**config.mk**
```make
export PLATFORM = sky130hd
export DESIGN_NAME = fixed_point_run_controller
export DESIGN_NICKNAME = d
export VERILOG_FILES = /design/src/rtl/fixed_point_run_controller.sv
export SDC_FILE = /design/constraint.sdc
export NUM_CORES = 1
export LEC_CHECK = 0
export CORE_ASPECT_RATIO = 1.75
export CORE_MARGIN = 4
export CORE_UTILIZATION = 38
export CTS_BUF_LIST = sky130_fd_sc_hd__clkbuf_4 sky130_fd_sc_hd__clkbuf_8
export CTS_CLUSTER_DIAMETER = 40
export DETAILED_ROUTE_END_ITERATION = 8
export PLACE_DENSITY = 0.73
export SLEW_MARGIN = 10
export SYNTH_ARGS = -nofsm -noshare
export SYNTH_HDL_FRONTEND = slang
export SYNTH_SLANG_ARGS = --single-unit
```
**constraint.sdc**
```tcl
create_clock -name clk -period 2.6 [get_ports clk]
set_input_delay 0.52 -clock clk [delete_from_list [all_inputs] [get_ports clk]]
set_output_delay 0.52 -clock clk [all_outputs]
set_load 0.02 [all_outputs]
```
**src/rtl/fixed_point_run_controller.sv**
```systemverilog
// Fixed-point run sequencer for an 8-bit boolean-network state register.
// Define FPRC_CYCLE_DETECT_EN to end runs on period-2 oscillation (osc).
module fixed_point_run_controller #(
  parameter int MAX_STEPS = 255,
  parameter int STEP_W    = 8
) (
  input  logic              clk,
  input  logic              reset,
  input  logic              start,
  input  logic              abort,
  input  logic [0:7]        seed,
  input  logic [0:7]        next_status,
  output logic [0:7]        status,
  output logic              busy,
  output logic              done,
  output logic              fixed,
  output logic              timeout,
  output logic              osc,
  output logic [STEP_W-1:0] steps
);

  localparam logic [1:0] S_IDLE = 2'd0;
  localparam logic [1:0] S_RUN  = 2'd1;
  localparam logic [1:0] S_DONE = 2'd2;

  localparam logic [STEP_W-1:0] STEP_MAX = STEP_W'(MAX_STEPS);

  logic [1:0] state;
  logic       is_fix;
  logic       at_max;
  logic       is_osc;

  assign busy   = (state == S_RUN);
  assign done   = (state == S_DONE);
  assign is_fix = (next_status == status);
  assign at_max = (steps == STEP_MAX);

`ifdef FPRC_CYCLE_DETECT_EN
  logic [0:7] prev;
  logic       osc_q;

  assign is_osc = (steps != '0) && (next_status == prev);
  assign osc    = osc_q;

  always_ff @(posedge clk or posedge reset) begin
    if (reset) begin
      prev  <= '0;
      osc_q <= 1'b0;
    end else begin
      unique case (state)
        S_IDLE, S_DONE: begin
          if (start) osc_q <= 1'b0;
        end
        S_RUN: begin
          if (abort) begin
            osc_q <= 1'b0;
          end else if (!is_fix) begin
            if (is_osc) osc_q <= 1'b1;
            else if (!at_max) prev <= status;
          end
        end
        default: ;
      endcase
    end
  end
`else
  assign is_osc = 1'b0;
  assign osc    = 1'b0;
`endif

  // Priority in RUN: abort, fixed point, oscillation, step limit, update.
  always_ff @(posedge clk or posedge reset) begin
    if (reset) begin
      state   <= S_IDLE;
      status  <= '0;
      steps   <= '0;
      fixed   <= 1'b0;
      timeout <= 1'b0;
    end else begin
      unique case (state)
        S_IDLE, S_DONE: begin
          if (start) begin
            state   <= S_RUN;
            status  <= seed;
            steps   <= '0;
            fixed   <= 1'b0;
            timeout <= 1'b0;
          end
        end
        S_RUN: begin
          if (abort) begin
            state   <= S_IDLE;
            fixed   <= 1'b0;
            timeout <= 1'b0;
          end else if (is_fix) begin
            state <= S_DONE;
            fixed <= 1'b1;
          end else if (is_osc) begin
            state <= S_DONE;
          end else if (at_max) begin
            state   <= S_DONE;
            timeout <= 1'b1;
          end else begin
            status <= next_status;
            steps  <= steps + 1'b1;
          end
        end
        default: state <= S_IDLE;
      endcase
    end
  end

endmodule
```
# After elaboration in Yosys (flattened, before gate mapping)
# Index checks and enable logic that the tools add are counted.
# totals
out_inout_bits	21
elab_cells	48
inputBits	20
regBits	20
# op_classes
n_eq_ne	12
reduce_logical	7
n_mux	23
n_addsub	1
# op_table
cell	n
$mux 8	8
$pmux 8 s2	2
$add 8x1->8 const B	1
$eq 8x8->1	1
$eq 8x8->1 const B	1
$mux 2	4
$ne 2x2->1 const B	4
$mux 1	6
$ne 3x2->1 const B	2
$reduce_and 5->1	1
$ne 4x2->1 const B	1
$pmux 1 s2	2
$pmux 2 s2	1
$reduce_and 4->1	1
$ne 3x3->1 const B	1
$reduce_and 3->1	1
$eq 2x1->1 const B	1
$eq 2x2->1 const B	1
$logic_not 2->1	1
$reduce_and 2->1	1
$reduce_bool 2->1	1
$reduce_or 2->1	1

# Logic depth before layout (Yosys ltp)
# depth
ltp_word	5
mapped_depth	7
mapped_depth_nobuf	6

# Least setup slack after synthesis
# No wires, ideal clock.
# synth_path
kind	register to register
start	register steps[0]
end	register steps[5]
n_path_buf	1
t_required_ns	2.467
period_less_slack_ns	2.052
stages_incl_launch_ff	8
setup_slack_ns	0.548
arrival_time_ns	1.918
path_cell_list	dfrtp_1 > ha_1 > and3_1 > and3_4 > buf_6 > or4_1 > o211ai_1 > o31ai_1
# synth_via
elab_chain_len	5
word_cells_on_any_way	8
# synth_rtl
element	line_no	rtl
from (decl)	19	output logic [STEP_W-1:0] steps
from (signal assigned)	105	steps <= steps + 1'b1;
$add 8x1->8	105	
$mux 8	100	end else if (at_max) begin
$mux 8	95	end else if (is_fix) begin
$mux 8	91	if (abort) begin
$pmux 8 s2	80	unique case (state)
# Parallel ways exist; a longest one is shown, timed or not. The select of a mux whose other input is x is not followed.
# A chain may end at the register's enable or synchronous reset.

# Final worst setup path
# layout_path
start	register state[1]
end	output port busy
# layout_via
elab_chain_len	1
# layout_rtl
element	line_no	rtl
from (decl)	28	logic [1:0] state;
from (signal assigned)	74	state <= S_IDLE;
from (signal assigned)	83	state <= S_RUN;
from (signal assigned)	92	state <= S_IDLE;
$eq 2x1->1	33	assign busy = (state == S_RUN);
to (decl)	14	output logic busy,
# Every way passes these cells.

==> impl_metrics.toml <==
[power]
powerDensity_mw_per_mm2 = 716
design_power_total_w = 0.00115
peakVddDrop_mv = 0.516
power.leakage_nw = 0.684

[synthesis]
yosys.area.top_type = "dfrtp_1"
avgSynthCellArea_um2 = 9.51
ys_top_cells_by_count = "nand2_1 (33), dfrtp_1 (20), mux2_2 (8), xnor2_1 (8), o21ai_0 (6)"
synth_warnings = 0
synth.yosys.seq_area_share_pct = 45.0
async_flop_share_pct = 100
yosysTopAreaCellShare_pct = 45.0
synth.distinct_cells = 29
synth-edff-count = 0
ys.flop_type = "dfrtp_1"
syn-num-nets = 138
synth_area_leaders = "dfrtp_1 (45%), nand2_1 (11%), mux2_2 (8.1%)"
synth-seq-cells = 20
syn_area_mm2 = 0.00111
synth_cells = 117
yosysMostFrequentCell = "nand2_1"

[drt]
ant_nets = 0
post_drt_wl_per_cell_um = 14.8
totalWireLength_um = 2760
via_per_inst = 5.37
drt_pass1_iterations = 4
vias = 998
drt_iter0_drc = 24
post-route-drc-count = 0

[timing]
fin_setup_tns_ns = 0
max-slew-margin-rel_pct = 49.1
tightest_slew_ns = 0.762
finalCriticalPeriod_ns = 2.15
clock_skew_ns = 0.00317
rsz0062_at_grt = "no"
fin_crit_sh_pct = 82.7
final-hold-violation-count = 0
setup_viol = 0
maxSlewViolCount = 0
fmaxAchievable_mhz = 465

[finish]
fillCellCount = 259
drive_gt1_share_pct = 11.9
instances_no_fill = 186
regArea_um2 = 500
fin_util_pct = 58.2
area_growth_pct = 44.1
nets = 181
diodes = 0
multi_input_comb_area_um2 = 573

[worst_setup_path]
required_ns = 2.08
path_max_fanout = 8
path_cells = "nand2b_1 > clkinv_1 > clkdlybuf4s50_1"
worstPathArrival_ns = 1.63
slowest_delay_ns = 0.60
crit_path_end_kind = "output pin"
path_class = "flip-flop to output pin"
startpoint_type = "flip-flop"
crit_path_top_delay_cell = "clkdlybuf4s50_1"

[global_routing]
antenna_found_initial = 0
grt_pass1_vias = 1010
grt_start_max_net_pins = 21
grt_pass1_wl_um = 4510
groute.usage.overall_pct = 14.5
grt-ovfl-total = 0

[floorplanning]
start_util_pct = 40.4
die_area_mm2 = 0.00389
io_pins = 41
coreArea_mm2 = 0.00275
rows = 25
chipWidth_um = 48.9
die_h_um = 79.6

[clock_tree]
clkSinkCount = 20
cts_buffers = 3
cts-root-buf = "clkbuf_8"
clock_latency_ns = 0.26
cts_max_level = 1
post_cts_resized = 0
cts_hold_buf = 0
path_clk_slew_ns = 0.08
cts_setup_buffers = 0
clockBufferDepth = 2
cts_tree = "yes"

[placed_design]
dp_cells = 182
gp_congestion = 0.786
dp_hpwl_um = 2170
port_buffers = 39

[job]
maxCapViolations = 0

[worst_hold_path]
hp-class = "flip-flop to flip-flop"

[run_status]
status = "finished clean"
-- metal layers --
metal	up-vias	track usage, %	routed length (um)	share of wire [%]
met1	488	14.5	1000	36
met2	25	28.9	1590	58
li1	480	-	-	-
met3	5	2.24	128	4.6
met4	0	5.12	36	1.3
met5	-	0	0	0
-- final cells by class --
type | count | share of cell area (%)
Clock buffer | 3 | 2.58
Clock inverter | 1 | 1.87
Inverter | 3 | 0.703
Multi-Input combinational cell | 90 | 35.8
Sequential cell | 20 | 31.2
Tap cell | 27 | 2.11
Timing Repair Buffer | 42 | 25.8
-- sequential cells by signal, indices dropped and copies added (netlist names) --
| signal | cells |
|---|---|
| state | 2 |
| status | 8 |
| timeout | 1 |
| steps | 8 |
| fixed | 1 |
-- where the power goes --
part | switching (W) | total (W) | internal, W | leakage (nW)
combinational | 0.000198 | 0.000416 | 0.000219 | 0.389
sequential | 0.0000545 | 0.000420 | 0.000365 | 0.260
clock | 0.000106 | 0.000311 | 0.000205 | 0.0357
total | 0.000358 | 0.00115 | 0.000789 | 0.684
-- kinds of logic (layout without fill, tap and decap cells) --
family	Yosys count	count (layout)	share of synthesized area (%)
simple gates	54	54	23.4
flops	20	20	45.0
compound gates	13	13	7.76
mux	13	13	12.6
xor+xnor	8	8	6.30
buf+inv	7	49	3.49
fa+ha+maj	1	1	1.12
other cells	1	1	0.337
-- worst max-delay path: cells and delay by family, from the launching register on --
kind	cells	cell delay [ns]
buffers and inverters	2	0.71
flip-flops	1	0.38
AND/OR/NAND/NOR	1	0.27
-- cells in the final DEF (no fill, tap or decap), drive strengths merged --
master	synthesis	layout
conb	1	1
mux2	8	8
nor3b	2	2
o211ai	2	2
and4	1	1
buf	3	3
or4	1	1
o21ai	8	8
ha	1	1
nand2b	4	4
and2	1	1
mux2i	5	5
nand2	33	33
clkbuf	1	3
and3	3	3
clkinv	1	1
nor3	2	2
o311ai	1	1
nand4	2	2
nand3	3	3
o31ai	2	2
inv	2	2
bufinv	0	1
nor2	2	2
clkdlybuf4s50	0	39
xnor2	8	8
dfrtp	20	20
-- path summary, 6_finish.rpt --
check | slack, ns | end | from | depth (start not counted)
setup reg to reg | 0.51 | status[6]$_DFFE_PP0P_ | steps[0]$_DFFE_PP0P_ | 5
hold / removal | 0.51 | steps[6]$_DFFE_PP0P_ | steps[6]$_DFFE_PP0P_ | 1
hold reg to reg | 0.51 | steps[6]$_DFFE_PP0P_ | steps[6]$_DFFE_PP0P_ | 1
setup / recovery | 0.45 | busy | state[1]$_DFFE_PP0P_ | 3
min in group asynchronous | 0.70 | steps[2]$_DFFE_PP0P_ | reset | 2
max in group asynchronous | 1.42 | steps[7]$_DFFE_PP0P_ | reset | 2
-- per-stage QoR --
step / instance area (um2) / hold slack [ns] / worst slack, ns
detailed placement: 1530 / 0.498 / 0.291
floorplan: 1110 / 0.484 / 0.548
global placement: 1530 / 0.493 / 0.353
global route: 1600 / 0.549 / 0.366
CTS: 1600 / 0.522 / 0.433
finish: 1600 / 0.514 / 0.449
(Power assumes the default switching activity.)
